<file path="config.mk">
export PLATFORM = sky130hd
export DESIGN_NAME = snitch_req_arb
export DESIGN_NICKNAME = d
export VERILOG_FILES = /design/src/rtl/snitch_pkg.sv /design/src/rtl/fifo_v3.sv /design/src/rtl/snitch_req_arb.sv
export SDC_FILE = /design/constraint.sdc
export NUM_CORES = 1
export LEC_CHECK = 0
export CORE_UTILIZATION = 30
export DETAILED_ROUTE_END_ITERATION = 8
export PLACE_DENSITY = 0.6
export SLEW_MARGIN = 20
export SYNTH_ARGS = -nofsm -noshare
export SYNTH_HDL_FRONTEND = slang
export SYNTH_SLANG_ARGS = --single-unit
</file>
<file path="constraint.sdc">
create_clock -name clk_i -period 7.7 [get_ports clk_i]
set_input_delay 1.925 -clock clk_i [delete_from_list [all_inputs] [get_ports clk_i]]
set_output_delay 1.925 -clock clk_i [all_outputs]
set_load 0.02 [all_outputs]
</file>
<file path="src/rtl/snitch_pkg.sv">
// Shared types for the Snitch request arbiter: AMO opcode encoding, port index and
// round-robin pointer helper.
package snitch_pkg;

  localparam int unsigned MaxNrPorts = 8;

  typedef logic [$clog2(MaxNrPorts)-1:0] port_idx_t;

  typedef enum logic [3:0] {
    AMONone = 4'h0,
    AMOSwap = 4'h1,
    AMOAdd  = 4'h2,
    AMOAnd  = 4'h3,
    AMOOr   = 4'h4,
    AMOXor  = 4'h5,
    AMOMax  = 4'h6,
    AMOMaxu = 4'h7,
    AMOMin  = 4'h8,
    AMOMinu = 4'h9,
    AMOLR   = 4'hA,
    AMOSC   = 4'hB
  } amo_op_t;

  function automatic port_idx_t rr_next(input port_idx_t idx, input int unsigned n);
    if (32'(idx) + 32'd1 >= n) return '0;
    return idx + port_idx_t'(1);
  endfunction

endpackage

</file>
<file path="src/rtl/fifo_v3.sv">
// Small synchronous FIFO holding the port index of every outstanding read.
// Head entry is visible combinationally on data_o.
module fifo_v3 #(
  parameter int unsigned DEPTH = 4,
  parameter type dtype = logic
) (
  input  logic clk_i,
  input  logic rst_ni,
  input  logic flush_i,
  output logic full_o,
  output logic empty_o,
  input  dtype data_i,
  input  logic push_i,
  output dtype data_o,
  input  logic pop_i
);

  localparam int unsigned AddrW = (DEPTH > 1) ? $clog2(DEPTH) : 1;
  localparam int unsigned CntW  = $clog2(DEPTH + 1);

  dtype             r_mem [DEPTH];
  logic [AddrW-1:0] r_rd_ptr;
  logic [AddrW-1:0] r_wr_ptr;
  logic [CntW-1:0]  r_count;
  logic             w_push;
  logic             w_pop;

  assign full_o  = (r_count == CntW'(DEPTH));
  assign empty_o = (r_count == '0);
  assign w_push  = push_i & ~full_o;
  assign w_pop   = pop_i & ~empty_o;
  assign data_o  = r_mem[r_rd_ptr];

  always_ff @(posedge clk_i) begin
    if (!rst_ni || flush_i) begin
      r_rd_ptr <= '0;
      r_wr_ptr <= '0;
      r_count  <= '0;
    end else begin
      if (w_push) r_wr_ptr <= (r_wr_ptr == AddrW'(DEPTH - 1)) ? '0 : r_wr_ptr + AddrW'(1);
      if (w_pop)  r_rd_ptr <= (r_rd_ptr == AddrW'(DEPTH - 1)) ? '0 : r_rd_ptr + AddrW'(1);
      r_count <= r_count + CntW'(w_push) - CntW'(w_pop);
    end
  end

  always_ff @(posedge clk_i) begin
    if (w_push) r_mem[r_wr_ptr] <= data_i;
  end

endmodule

</file>
<file path="src/rtl/snitch_req_arb.sv">
// Round-robin arbiter of NrPorts requesters onto one memory port, routing read responses back
// in order. Define SNITCH_REQ_ARB_CUT_EN to insert a spill register on the request path.
module snitch_req_arb
  import snitch_pkg::*;
#(
  parameter int unsigned NrPorts      = 2,
  parameter int unsigned RspFifoDepth = 4,
  parameter type         addr_t       = logic,
  parameter type         data_t       = logic,
  parameter type         strb_t       = logic
) (
  input  logic               clk_i,
  input  logic               rst_ni,
  input  addr_t              slv_qaddr_i  [NrPorts],
  input  logic [NrPorts-1:0] slv_qwrite_i,
  input  amo_op_t            slv_qamo_i   [NrPorts],
  input  data_t              slv_qdata_i  [NrPorts],
  input  logic [2:0]         slv_qsize_i  [NrPorts],
  input  strb_t              slv_qstrb_i  [NrPorts],
  input  logic [7:0]         slv_qrlen_i  [NrPorts],
  input  logic [NrPorts-1:0] slv_qvalid_i,
  output logic [NrPorts-1:0] slv_qready_o,
  output data_t              slv_pdata_o  [NrPorts],
  output logic [NrPorts-1:0] slv_perror_o,
  output logic [NrPorts-1:0] slv_plast_o,
  output logic [NrPorts-1:0] slv_pvalid_o,
  input  logic [NrPorts-1:0] slv_pready_i,
  output addr_t              mst_qaddr_o,
  output logic               mst_qwrite_o,
  output amo_op_t            mst_qamo_o,
  output data_t              mst_qdata_o,
  output logic [2:0]         mst_qsize_o,
  output strb_t              mst_qstrb_o,
  output logic [7:0]         mst_qrlen_o,
  output logic               mst_qvalid_o,
  input  logic               mst_qready_i,
  input  data_t              mst_pdata_i,
  input  logic               mst_perror_i,
  input  logic               mst_plast_i,
  input  logic               mst_pvalid_i,
  output logic               mst_pready_o
);

  typedef struct packed {
    addr_t      addr;
    logic       write;
    amo_op_t    amo;
    data_t      data;
    logic [2:0] size;
    strb_t      strb;
    logic [7:0] rlen;
  } req_t;

  req_t                  w_slv_req [MaxNrPorts];
  logic [MaxNrPorts-1:0] w_elig_ext;
  logic [MaxNrPorts-1:0] w_pready_ext;
  logic                  w_fifo_full;
  logic                  w_fifo_empty;
  port_idx_t             w_fifo_head;
  logic                  w_fifo_push;
  logic                  w_fifo_pop;

  port_idx_t             r_ptr;
  port_idx_t             r_lock_idx;
  logic                  r_lock_valid;
  port_idx_t             w_grant;
  logic                  w_arb_valid;
  logic                  w_arb_ready;
  logic                  w_arb_hs;
  req_t                  w_arb_req;
  logic                  w_rr_found;
  logic [31:0]           w_rr_sum;
  logic                  w_mst_valid;
  req_t                  w_mst_req;

  // Reads need a free route slot; writes never produce a response and are always eligible.
  for (genvar gi = 0; gi < MaxNrPorts; gi++) begin : g_req
    if (gi < NrPorts) begin : g_used
      assign w_slv_req[gi] = '{addr: slv_qaddr_i[gi], write: slv_qwrite_i[gi], amo: slv_qamo_i[gi],
                               data: slv_qdata_i[gi], size: slv_qsize_i[gi], strb: slv_qstrb_i[gi],
                               rlen: slv_qrlen_i[gi]};
      assign w_elig_ext[gi] = slv_qvalid_i[gi] & (slv_qwrite_i[gi] | ~w_fifo_full);
    end else begin : g_unused
      assign w_slv_req[gi]  = '0;
      assign w_elig_ext[gi] = 1'b0;
    end
  end

  always_comb begin
    w_grant     = r_ptr;
    w_arb_valid = 1'b0;
    w_rr_found  = 1'b0;
    w_rr_sum    = '0;
    if (r_lock_valid) begin
      w_grant     = r_lock_idx;
      w_arb_valid = w_elig_ext[r_lock_idx];
    end else begin
      for (int unsigned k = 0; k < NrPorts; k++) begin
        w_rr_sum = 32'(r_ptr) + k;
        if (w_rr_sum >= NrPorts) w_rr_sum = w_rr_sum - NrPorts;
        if (!w_rr_found && w_elig_ext[port_idx_t'(w_rr_sum)]) begin
          w_rr_found  = 1'b1;
          w_grant     = port_idx_t'(w_rr_sum);
          w_arb_valid = 1'b1;
        end
      end
    end
    w_arb_valid = w_arb_valid & rst_ni;
  end

  assign w_arb_req = w_slv_req[w_grant];
  assign w_arb_hs  = w_arb_valid & w_arb_ready;

  always_ff @(posedge clk_i) begin
    if (!rst_ni) begin
      r_ptr        <= '0;
      r_lock_idx   <= '0;
      r_lock_valid <= 1'b0;
    end else begin
      r_lock_valid <= w_arb_valid & ~w_arb_ready;
      if (w_arb_valid & ~w_arb_ready) r_lock_idx <= w_grant;
      if (w_arb_hs) r_ptr <= rr_next(w_grant, NrPorts);
    end
  end

  for (genvar gi = 0; gi < NrPorts; gi++) begin : g_qready
    assign slv_qready_o[gi] = w_arb_hs & (w_grant == port_idx_t'(gi));
  end

`ifdef SNITCH_REQ_ARB_CUT_EN
  req_t r_a_req;
  req_t r_b_req;
  logic r_a_full;
  logic r_b_full;
  logic w_a_fill;
  logic w_a_drain;
  logic w_b_fill;
  logic w_b_drain;

  // Slot B only fills when A drains into a stalled output, so B always holds the older entry.
  assign w_a_fill    = w_arb_hs;
  assign w_a_drain   = r_a_full & ~r_b_full;
  assign w_b_fill    = w_a_drain & ~mst_qready_i;
  assign w_b_drain   = r_b_full & mst_qready_i;
  assign w_arb_ready = ~r_a_full | ~r_b_full;
  assign w_mst_valid = rst_ni & (r_a_full | r_b_full);
  assign w_mst_req   = r_b_full ? r_b_req : r_a_req;

  always_ff @(posedge clk_i) begin
    if (!rst_ni) begin
      r_a_full <= 1'b0;
      r_b_full <= 1'b0;
    end else begin
      r_a_full <= w_a_fill | (r_a_full & ~w_a_drain);
      r_b_full <= w_b_fill | (r_b_full & ~w_b_drain);
    end
    if (w_a_fill) r_a_req <= w_arb_req;
    if (w_b_fill) r_b_req <= r_a_req;
  end
`else
  assign w_arb_ready = mst_qready_i;
  assign w_mst_valid = w_arb_valid;
  assign w_mst_req   = w_arb_req;
`endif

  assign mst_qvalid_o = w_mst_valid;
  assign mst_qaddr_o  = w_mst_req.addr;
  assign mst_qwrite_o = w_mst_req.write;
  assign mst_qamo_o   = w_mst_req.amo;
  assign mst_qdata_o  = w_mst_req.data;
  assign mst_qsize_o  = w_mst_req.size;
  assign mst_qstrb_o  = w_mst_req.strb;
  assign mst_qrlen_o  = w_mst_req.rlen;

  assign w_fifo_push = w_arb_hs & ~w_arb_req.write;
  assign w_fifo_pop  = mst_pvalid_i & mst_pready_o & mst_plast_i;

  fifo_v3 #(
    .DEPTH (RspFifoDepth),
    .dtype (port_idx_t)
  ) i_route_fifo (
    .clk_i   (clk_i),
    .rst_ni  (rst_ni),
    .flush_i (1'b0),
    .full_o  (w_fifo_full),
    .empty_o (w_fifo_empty),
    .data_i  (w_grant),
    .push_i  (w_fifo_push),
    .data_o  (w_fifo_head),
    .pop_i   (w_fifo_pop)
  );

  assign w_pready_ext = MaxNrPorts'(slv_pready_i);
  assign mst_pready_o = rst_ni & ~w_fifo_empty & w_pready_ext[w_fifo_head];

  for (genvar gi = 0; gi < NrPorts; gi++) begin : g_rsp
    assign slv_pvalid_o[gi] = rst_ni & ~w_fifo_empty & mst_pvalid_i & (w_fifo_head == port_idx_t'(gi));
    assign slv_pdata_o[gi]  = mst_pdata_i;
    assign slv_perror_o[gi] = mst_perror_i;
    assign slv_plast_o[gi]  = mst_plast_i;
  end

  a_rsp_needs_route: assert property (@(posedge clk_i) disable iff (!rst_ni)
    mst_pvalid_i |-> !w_fifo_empty);

endmodule

</file>
# [After elaboration in Yosys (flattened, before gate mapping)]
# Memories as Yosys holds them, arrays and structs flattened. A register that Yosys moved wholly into a read port is not among the register bits.
# Cells that the tools add are included.
[totals] reg_bits=14 in_bits=49 mem_count=1 ram_bits=12
[memory_table] name="i_route_fifo.r_mem" depth=4 width=3 read_ports=1 rd_clocked_by_memory_dff=1 write_ports=1 line_no="fifo_v3.sv:21" source="dtype r_mem [DEPTH];"
[classes] magnitude_cmp=8 n_reduce_logical=5 n_mux=33 n_eq_ne=5 bitwise=24 n_addsub=9
[op_table] cell="binary-select mux 19 bit (select 3 bit)" n=1
[op_table] cell="two-way mux 19 bit" n=2
[op_table] cell="two-way mux 3 bit" n=9
[op_table] cell="AND 1 bit" n=17
[op_table] cell="< comparator 3 x 4 -> 1 bit, second input constant" n=4
[op_table] cell="two-way mux 1 bit" n=13
[op_table] cell="binary-select mux 1 bit (select 3 bit)" n=4
[op_table] cell="zero test 3 bit" n=3
[op_table] cell="adder 3 x 1 -> 4 bit, second input constant" n=2
[op_table] cell="greater-or-equal comparator 4 x 2 -> 1 bit, second input constant" n=2
[op_table] cell="two-way mux 2 bit" n=4
[op_table] cell="== test 3 x 1 -> 1 bit, second input constant" n=2
[op_table] cell="subtractor 3 x 2 -> 3 bit, second input constant" n=2
[op_table] cell="adder 2 x 1 -> 2 bit, second input constant" n=2
[op_table] cell="== test 2 bit, second input constant" n=2
[op_table] cell="greater-or-equal comparator 4 bit, second input constant" n=1
[op_table] cell="inverter 1 bit" n=4
[op_table] cell="inverter 3 -> 4 bit" n=1
[op_table] cell="adder 3 x 1 -> 3 bit" n=1
[op_table] cell="adder 3 x 1 -> 3 bit, second input constant" n=1
[op_table] cell="== test 3 bit, second input constant" n=1
[op_table] cell="greater-or-equal comparator 3 x 2 -> 1 bit, second input constant" n=1
[op_table] cell="subtractor 3 x 1 -> 3 bit" n=1
[op_table] cell="OR 1 bit" n=2
[op_table] cell="other kinds (2)" n=2

# [Depth between registers and ports, before layout]
# Gate-level depths: netlist of run 1.
[depth] word_depth=21 mapped_depth=15 depth_no_buf=14

# [Cells and area by module]
# A second synthesis of run 1 with hierarchy kept.
[hier_totals] cells_unflattened=260 area_unflattened_um2=2333.5
[modules_own_cells] module="snitch_req_arb" seq_area_each_um2=140.1 cells_each=193 n_inst=1 area_each_um2=1418.9
[modules_own_cells] module="fifo_v3" seq_area_each_um2=540.5 cells_each=67 n_inst=1 area_each_um2=914.6

# [Worst setup path after synthesis of run 1]
# No wires, ideal clock.
[synth_path] path_type="input to output" start="in slv_qwrite_i[1]" end="out slv_qready_o[0]" stages=7 setup_slack_ns=1.957 arrival_time_ns=3.818 path_buffers=1 t_required_ns=5.775 path_cell_list="or4b_1 > nand3_1 > nor2_1 > o41ai_4 > buf_2 > ha_1 > and3_1"
[synth_between] elab_chain_cells=13
[synth_rtl] element="from (decl)" line_no="snitch_req_arb.sv:15" source="input logic [NrPorts-1:0] slv_qwrite_i,"
[synth_rtl] element="OR 1 bit *" line_no="snitch_req_arb.sv:82" source="assign w_elig_ext[gi] = slv_qvalid_i[gi] & (slv_qwrite_i[gi] | ~w_fifo_full);"
[synth_rtl] element="AND 1 bit *" line_no="snitch_req_arb.sv:82"
[synth_rtl] element="binary-select mux 1 bit (select 3 bit)" line_no="snitch_req_arb.sv:101" source="if (!w_rr_found && w_elig_ext[port_idx_t'(w_rr_sum)]) begin"
[synth_rtl] element="two-way mux 1 bit (implied by the code)" line_no="snitch_req_arb.sv:101"
[synth_rtl] element="two-way mux 1 bit" line_no="snitch_req_arb.sv:101"
[synth_rtl] element="two-way mux 1 bit" line_no="snitch_req_arb.sv:94" source="if (r_lock_valid) begin"
[synth_rtl] element="zero test 1 bit" line_no="snitch_req_arb.sv:101"
[synth_rtl] element="logical AND 1 bit" line_no="snitch_req_arb.sv:101"
[synth_rtl] element="two-way mux 1 bit" line_no="snitch_req_arb.sv:101"
[synth_rtl] element="two-way mux 1 bit" line_no="snitch_req_arb.sv:94"
[synth_rtl] element="AND 1 bit" line_no="snitch_req_arb.sv:108" source="w_arb_valid = w_arb_valid & rst_ni;"
[synth_rtl] element="AND 1 bit" line_no="snitch_req_arb.sv:112" source="assign w_arb_hs = w_arb_valid & w_arb_ready;"
[synth_rtl] element="AND 1 bit *" line_no="snitch_req_arb.sv:127" source="assign slv_qready_o[gi] = w_arb_hs & (w_grant == port_idx_t'(gi));"
[synth_rtl] element="to (decl)" line_no="snitch_req_arb.sv:22" source="output logic [NrPorts-1:0] slv_qready_o,"
# Mark *: on every way between the ends. The rest lies on a longest branch, timed or not. The select of a mux whose other input is x is not followed.

==> key figures, run 1 <==
Status
  – Outcome: complete, but fails checks
  – Failing checks: DRC

Synthesis
  – Synth warnings: 0
  – FF+latch count, synth: 28
  – Post-synth EDFFs: 12
  – Cells after synthesis: 212
  – Post-synthesis sequential area ratio: 0.3368
  – Asr flop ratio synth: 0
  – Compound-gate portion of the synthesized area: 0.1053
  – Simple-Gate Fraction of Synth Area: 0.2056
  – Mux contribution to synthesized area: 0.1548
  – Mapped cell area: 2021 um2
  – Post-Synth Adder-Cell Area: 0.1090
  – Syn nets: 278
  – XOR/XNOR Fraction of Synth Area: 0.01734
  – Synth Flop Type: dfxtp_1
  – Distinct cells, synth: 43
  – Avg Cell Area, Syn: 9.532 um2
  – Largest family of logic cells by synthesized area: simple AND/OR/NAND/NOR gates

Pwr
  – Sw frac: 0.2775
  – Seq pwr share: 0.394
  – VDD IR-drop max: 0.00007515 V
  – Sw Pwr: 0.0001168 W
  – Part of the power in the clock network: 0.275
  – Cell Pwr Density: 147.2 nW/um2
  – Pint: 0.0003040 W
  – Combinational share of power: 0.331
  – Standby leakage power: 1.239 nW
  – Total chip power: 0.0004208 W

Worst setup path
  – Worst Path Required: 5.78 ns
  – R2R depth: 15
  – Sequence of cells on the critical path: clkdlybuf4s50_1, or4b_1, nand3_1, nor2_1, o41ai_4, inv_1, ha_1, and3_1, clkdlybuf4s50_1
  – Setup crit end kind: output port
  – CP arrival: 4.99 ns
  – Worst Path Max Fanout: 8
  – Most numerous cell on the critical path: clkdlybuf4s50_1
  – Slowest CP cell: o41ai_4
  – CP Launch Type: input port
  – WS Path Type: in -> out
  – Slowest Stage Delay on Critical Path: 0.65 ns

Job
  – Max-Cap Viols: 0

Placed design
  – Worst slack, placed: 0.7773 ns
  – Routability cong.: 0.8905
  – Placed Cells: 348
  – Dpl hpwl: 3532 um
  – I/O Buffers: 73

Timing
  – Final setup viols: 0
  – RSZ-0062 raised after global routing: false
  – Slew HR: 0.4158
  – Final Max Slew Viols: 0
  – Slew @ Worst Pin: 0.8642 ns
  – Tcrit/Tclk final: 0.8979
  – Setup ws final: 0.7863 ns
  – Maximum clock rate: 144.6 MHz
  – Min cycle time layout: 6.914 ns
  – Setup tns final: 0 ns
  – Clock Skew: 0.003374 ns
  – Hold Fails Final Rpt: 0

Floorplan
  – Die Wd: 84.07 um
  – Core area: 6422 um2
  – Die Ht: 84.07 um
  – I/O pin count: 80
  – Site Rows: 29
  – DIE AREA: 7068 um2
  – Initial Utilization: 0.3146

GRT
  – Largest net degree at the start of global routing: 23
  – Vias in the first global route: 1,796
  – First-pass GRT wire length: 8073 um
  – GRT Total Usage: 0.1386
  – Initial antenna violation count: 0
  – GR Overflow Total: 0

Min path
  – Worst hold-check path type: reg -> reg
  – Min-Delay Path Depth: 2

Clocking
  – Sink Count: 28
  – Skew-Pair Late Insertion Delay: 0.27 ns
  – Clock root buffer: clkbuf_8
  – CTS H-tree depth: 1
  – Clock Tree Buf Depth: 2
  – Worst-path clk slew: 0.10 ns
  – Postcts setup bufs: 0
  – CTS Hold Buffers Added: 0
  – CTS tree: built
  – Num CTS Buffers: 3
  – Cts repair resizes: 0

Route
  – Total vias in the final route: 1,730
  – Initial DRC Count: 81
  – Routed WL: 4640 um
  – Post-route DRC violation count: 6
  – Wire length per cell: 13.18 um
  – Drt first pass iters: 6
  – Vias/cell: 4.915
  – Final ANT Viol Nets: 0

Cells and area
  – Syn-to-layout area delta: 41.49%
  – Final Non-Filler Cells: 352
  – Share of cells above drive strength 1: 0.05091
  – Number of diodes: 0
  – Final net count: 342
  – # fillers: 618
==> power by group through the flow <==
stage,logic [W],clock network (W),registers [W]
finish,0.000139,0.000116,0.000166
global route,0.000152,0.000122,0.000167
CTS,0.000141,0.000116,0.000166
detailed placement,0.000140,0,0.000169
global placement,0.000139,0,0.000169
floorplan,0.0000799,0,0.000166
==> cell usage after synthesis (all sizes together), types with 3 or more instances <==
library cell,instances,area [um2]
inv,13,48.80
edfxtp,12,360.4
nand3,7,35.03
nor3,3,15.01
dfxtp,16,320.3
a32o,3,30.03
mux4,3,67.56
buf,12,80.08
ha,16,200.2
o21ai,5,25.02
nand2,15,56.30
and2,7,43.79
nor2b,3,18.77
mux2i,23,230.2
and3,6,37.54
clkbuf,4,15.01
nor2,28,105.1
xnor2,3,26.28
==> cells by family (layout without fill, tap and decap cells) <==
family | after synthesis | after routing
compound gates | 25 | 25
xor+xnor | 4 | 4
fa+ha+maj | 17 | 17
buf+inv | 29 | 92
flops | 28 | 28
mux | 27 | 27
simple gates | 82 | 82
==> layout by cell type (no fill, tap or decap), types with 2 or more instances in the layout <==
cell type / synthesis / routed
ha_1: 16 / 16
o221ai_1: 2 / 2
or4b_1: 2 / 2
mux2i_1: 23 / 23
clkbuf_8: 0 / 3
a32o_1: 3 / 3
a21o_1: 2 / 2
nor2_1: 28 / 28
xnor2_1: 3 / 3
or4_1: 2 / 2
edfxtp_1: 12 / 12
a21oi_1: 2 / 2
nand2b_1: 2 / 2
mux4_2: 3 / 3
nand2_1: 15 / 15
inv_1: 13 / 13
o21ai_0: 5 / 5
o21a_1: 2 / 2
nand3_1: 7 / 7
dfxtp_1: 16 / 16
nor4b_1: 2 / 2
and3_1: 6 / 6
and2_1: 7 / 7
nor3_1: 3 / 3
clkdlybuf4s50_1: 0 / 73
o22ai_1: 2 / 2
nor2b_1: 3 / 3
==> worst max-delay path: cells and delay by family <==
family / cells / cell delay [ns]
AND/OR/NAND/NOR: 4 / 0.90
buffers and inverters: 3 / 1.26
AO/OA/AOI/OAI: 1 / 0.65
adder cells (fa/ha/maj): 1 / 0.26
==> final cells by class <==
type / count / area [um2] / share of cell area
Sequential cell: 28 / 680.7 / 0.2381
Tap cell: 77 / 96.34 / 0.03370
Timing Repair Buffer: 75 / 758.2 / 0.2652
Clock inverter: 1 / 30.03 / 0.01050
Inverter: 13 / 48.80 / 0.01707
Multi-Input combinational cell: 155 / 1204 / 0.4210
Clock buffer: 3 / 41.29 / 0.01444
==> registers in the layout, indices dropped and copies added, names as in the netlist, named ones only <==
| signal | flops |
|---|---|
| i_route_fifo.r_rd_ptr | 2 |
| i_route_fifo.r_wr_ptr | 2 |
| r_lock_idx | 3 |
| i_route_fifo.r_mem | 12 |
| r_ptr | 3 |
| r_lock_valid | 1 |
| i_route_fifo.r_count | 3 |
==> through the flow <==
stage / cell area, um2 / utilization / hold slack [ns]
final: 2859 / 0.4452 / 0.4986
after global routing: 2859 / 0.4452 / 0.5105
after floorplan: 2021 / - / 0.4565
after CTS: 2859 / 0.4452 / 0.4971
after detailed placement: 2788 / 0.4341 / 0.4826
after global placement: 2788 / 0.4341 / 0.4730
==> metal layers <==
| metal | up-vias | track usage | wire (um) |
|---|---|---|---|
| met2 | 74 | 0.2273 | 1999 |
| met4 | 0 | 0.03292 | 32 |
| met3 | 2 | 0.03165 | 340 |
| li1 | 872 | - | - |
| met5 | - | 0 | 0 |
| met1 | 782 | 0.1844 | 2269 |
==> final timing paths <==
check                                  endpoint                        from  slack (ns)
max                             slv_qready_o[1]             slv_qwrite_i[1]        0.79
min                  r_lock_idx[0]$_SDFFE_PN0P_  r_lock_idx[0]$_SDFFE_PN0P_        0.50
max reg2reg  i_route_fifo.r_count[2]$_SDFF_PN0_       r_ptr[0]$_SDFFE_PN0P_        3.41
min reg2reg          r_lock_idx[0]$_SDFFE_PN0P_  r_lock_idx[0]$_SDFFE_PN0P_        0.50
No activity file was read; power rests on OpenSTA's default activity.
==> inputs of run 2 (changes only) <==
--- a/config.mk
+++ b/config.mk
@@ -8,6 +8,7 @@
 export CORE_UTILIZATION = 30
 export DETAILED_ROUTE_END_ITERATION = 8
 export PLACE_DENSITY = 0.6
+export SETUP_SLACK_MARGIN = 0.5
 export SLEW_MARGIN = 20
 export SYNTH_ARGS = -nofsm -noshare
 export SYNTH_HDL_FRONTEND = slang
==> results of run 2 <==
No change in the layout: final DEF, timing and power equal those of run 1.
==> inputs of run 3 (changes only) <==
--- a/config.mk
+++ b/config.mk
@@ -7,9 +7,9 @@
 export LEC_CHECK = 0
 export CORE_UTILIZATION = 30
 export DETAILED_ROUTE_END_ITERATION = 8
-export PLACE_DENSITY = 0.6
+export PLACE_DENSITY = 0.62
 export SETUP_SLACK_MARGIN = 0.5
-export SLEW_MARGIN = 20
 export SYNTH_ARGS = -nofsm -noshare
 export SYNTH_HDL_FRONTEND = slang
 export SYNTH_SLANG_ARGS = --single-unit
+export TNS_END_PERCENT = 5
==> constraint.sdc (replaced) <==
create_clock -name clk_i -period 6.3 [get_ports clk_i]
set_input_delay 1.575 -clock clk_i [delete_from_list [all_inputs] [get_ports clk_i]]
set_output_delay 1.575 -clock clk_i [all_outputs]
set_load 0.02 [all_outputs]
==> key figures, run 3 (synthesized netlist as in run 1, its figures left out) <==
GRT
  – First-pass GRT wire length: 7879 um (-2.4%)
  – Vias in the first global route: 1,787 (-0.50%)
  – Initial antenna violation count: 0 (unchanged)
  – GRT Total Usage: 0.1366 (-0.002036)
  – Largest net degree at the start of global routing: 23 (unchanged)
  – GR Overflow Total: 0 (unchanged)

Pwr
  – VDD IR-drop max: 0.00008542 V (+14%)
  – Sw Pwr: 0.0001402 W (+20%)
  – Combinational share of power: 0.356 (+0.025)
  – Pint: 0.0003629 W (+19%)
  – Seq pwr share: 0.403 (+0.009)
  – Sw frac: 0.2787 (+0.001178)
  – Standby leakage power: 1.273 nW (+2.7%)
  – Cell Pwr Density: 173.5 nW/um2 (+18%)
  – Part of the power in the clock network: 0.241 (-0.034)

Timing
  – Min cycle time layout: 5.907 ns
  – Tcrit/Tclk final: 0.9377
  – Hold Fails Final Rpt: 0 (unchanged)
  – Setup ws final: 0.3926 ns (-0.3937 ns)
  – Slew @ Worst Pin: 0.7135 ns (-0.1507 ns)
  – Setup tns final: 0 ns (unchanged)
  – Maximum clock rate: 169.3 MHz
  – Slew HR: 0.5193 (+0.1035)
  – Fin Hold WS: 0.4959 ns (-0.002732 ns)
  – RSZ-0062 raised after global routing: true
  – Final setup viols: 0 (unchanged)
  – Clock Skew: 0.007787 ns (+0.004413 ns)
  – Final Max Slew Viols: 0 (unchanged)

Worst setup path
  – CP Launch Type: input port
  – R2R depth: 15 (unchanged)
  – Setup crit end kind: output port
  – Worst Path Max Fanout: 11 (+3)
  – FF-to-FF setup slack: 2.27 ns (-1.14 ns)
  – WS Path Type: in -> out
  – CP arrival: 4.33 ns (-0.66 ns)
  – Reg2reg start: r_ptr[0]$_SDFFE_PN0P_
  – Sequence of cells on the critical path: clkdlybuf4s50_1, or4b_1, nand3_1, nor2_1, o41ai_4, bufbuf_16, mux2i_1, nor2_1, clkdlybuf4s50_1
  – RR Endpoint: i_route_fifo.r_count[2]$_SDFF_PN0_
  – Worst Path Required: 4.72 ns (-1.06 ns)
  – Slowest Stage Delay on Critical Path: 0.55 ns (-0.10 ns)
  – Crit path from: slv_qwrite_i[1]
  – Critical Path Sink: mst_qamo_o[2]
  – Slowest CP cell: or4b_1

Cells and area
  – Most common cell after layout, fill and taps aside: clkdlybuf4s50_1
  – Syn-to-layout area delta: 43.53%
  – Share of cells above drive strength 1: 0.06115 (+0.01024)
  – Biggest register: i_route_fifo.r_mem
  – Final net count: 345 (+0.88%)
  – Max reg flops: 12 (unchanged)
  – Core Util, Final: 0.4516 (+0.006429)
  – Most frequent cells in the layout: clkdlybuf4s50_1, nor2_1, mux2i_1
  – Number of diodes: 0 (unchanged)

Placed design
  – Dpl hpwl: 3719 um (+5.3%)
  – Worst slack, placed: 0.2837 ns (-0.4936 ns)
  – I/O Buffers: 73 (unchanged)
  – Routability cong.: 0.7839 (-12%)

Floorplan
  – Site Rows: 29 (unchanged)
  – I/O pin count: 80 (unchanged)
  – Initial Utilization: 0.3146 (unchanged)
  – Die Wd: 84.07 um (unchanged)
  – DIE AREA: 7068 um2 (unchanged)
  – Die Ht: 84.07 um (unchanged)
  – Core area: 6422 um2 (unchanged)

Route
  – Routed WL: 4729 um (+1.9%)
  – Wire length per cell: 13.32 um (+1.1%)
  – Initial DRC Count: 65 (-20%)
  – Drt first pass iters: 8 (+2)
  – Final ANT Viol Nets: 0 (unchanged)
  – Post-route DRC violation count: 6 (unchanged)
  – Vias/cell: 5.020 (+2.1%)
  – Total vias in the final route: 1,782 (+3.0%)

Clocking
  – CTS Hold Buffers Added: 0 (unchanged)
  – Skew-Pair Late Insertion Delay: 0.27 ns (about the same)
  – Postcts setup bufs: 0 (unchanged)
  – Worst-path clk slew: 0.09 ns (about the same)
  – CTS tree: built
  – Num CTS Buffers: 3 (unchanged)
  – Clock root buffer: clkbuf_8
  – Sink Count: 28 (unchanged)
  – Clock Tree Buf Depth: 2 (unchanged)
  – CTS H-tree depth: 1 (unchanged)

Status
  – Failing checks: DRC
  – Outcome: complete, but fails checks

Min path
  – Worst hold-check path type: reg -> reg

Job
  – Max-Cap Viols: 0 (unchanged)
## run 3: cell types whose count changed in the layout (fill, tap and decap cells not counted), sizes merged
cell	change
buf	+2
bufbuf	+1
bufinv	-1
clkbuf	+1
clkdlybuf4s50	-1
dlygate4sd2	+1
## run 3: area by class of cell
class                   count  area, um2
clock buffers               4      66.31
multi-input cells         155       1204
inverters                  13      48.80
flip-flops and latches     28      680.7
fillers                   623       3522
well taps                  77      96.34
repair buffers             78      804.5
## run 3: power groups by stage
| stage | logic (W) | registers [W] | clock network, W |
|---|---|---|---|
| 6_report | 0.000179 | 0.000203 | 0.000121 |
| 4_1_cts | 0.000181 | 0.000203 | 0.000125 |
| 3_5_place_dp | 0.000172 | 0.000207 | 0 |
| 3_3_place_gp | 0.000171 | 0.000207 | 0 |
| 5_1_grt | 0.000194 | 0.000204 | 0.000135 |
| 2_1_floorplan | 0.0000977 | 0.000203 | 0 |
## run 3: how the worst min path moves through the flow
stage,from,end,slack [ns],cells past startpoint
after floorplan,r_lock_idx[0]$_SDFFE_PN0P_,r_lock_idx[0]$_SDFFE_PN0P_,0.46,2
after global routing,r_lock_idx[0]$_SDFFE_PN0P_,r_lock_idx[0]$_SDFFE_PN0P_,0.53,2
after detailed placement,r_lock_idx[0]$_SDFFE_PN0P_,r_lock_idx[0]$_SDFFE_PN0P_,0.49,2
after global placement,r_lock_idx[0]$_SDFFE_PN0P_,r_lock_idx[0]$_SDFFE_PN0P_,0.48,2
after CTS,r_lock_idx[0]$_SDFFE_PN0P_,r_lock_idx[0]$_SDFFE_PN0P_,0.50,2
final,r_lock_idx[0]$_SDFFE_PN0P_,r_lock_idx[0]$_SDFFE_PN0P_,0.50,2
## run 3: stage by stage
stage | std cells | power, W | cell area, um2
4_1_cts | 355 | 0.0005089 | 2900
3_5_place_dp | 350 | 0.0003787 | 2803
3_3_place_gp | 350 | 0.0003784 | 2803
5_1_grt | 355 | 0.0005331 | 2900
6_report | 355 | 0.0005031 | 2900
2_1_floorplan | 212 | 0.0003009 | 2021
## run 3: per-layer routing
layer	track usage	vias up	routed length [um]
li1	-	886	-
met1	0.1692	809	2106
met2	0.2377	83	2209
met3	0.02572	4	353
met4	0.04389	0	59
met5	0	-	0
## run 3: what timing repair did
action	4_1_cts	5_1_grt
cloned	1	0
gates resized for setup	1	0
pin swaps	1	0
hold endpoints to repair	0	0
setup endpoints to repair	12	21
## run 3: critical path, delay by kind of cell
kind            cells  cell delay [ns]
buf+inv             3             1.34
simple gates        4             0.82
compound gates      1             0.40
mux                 1             0.19
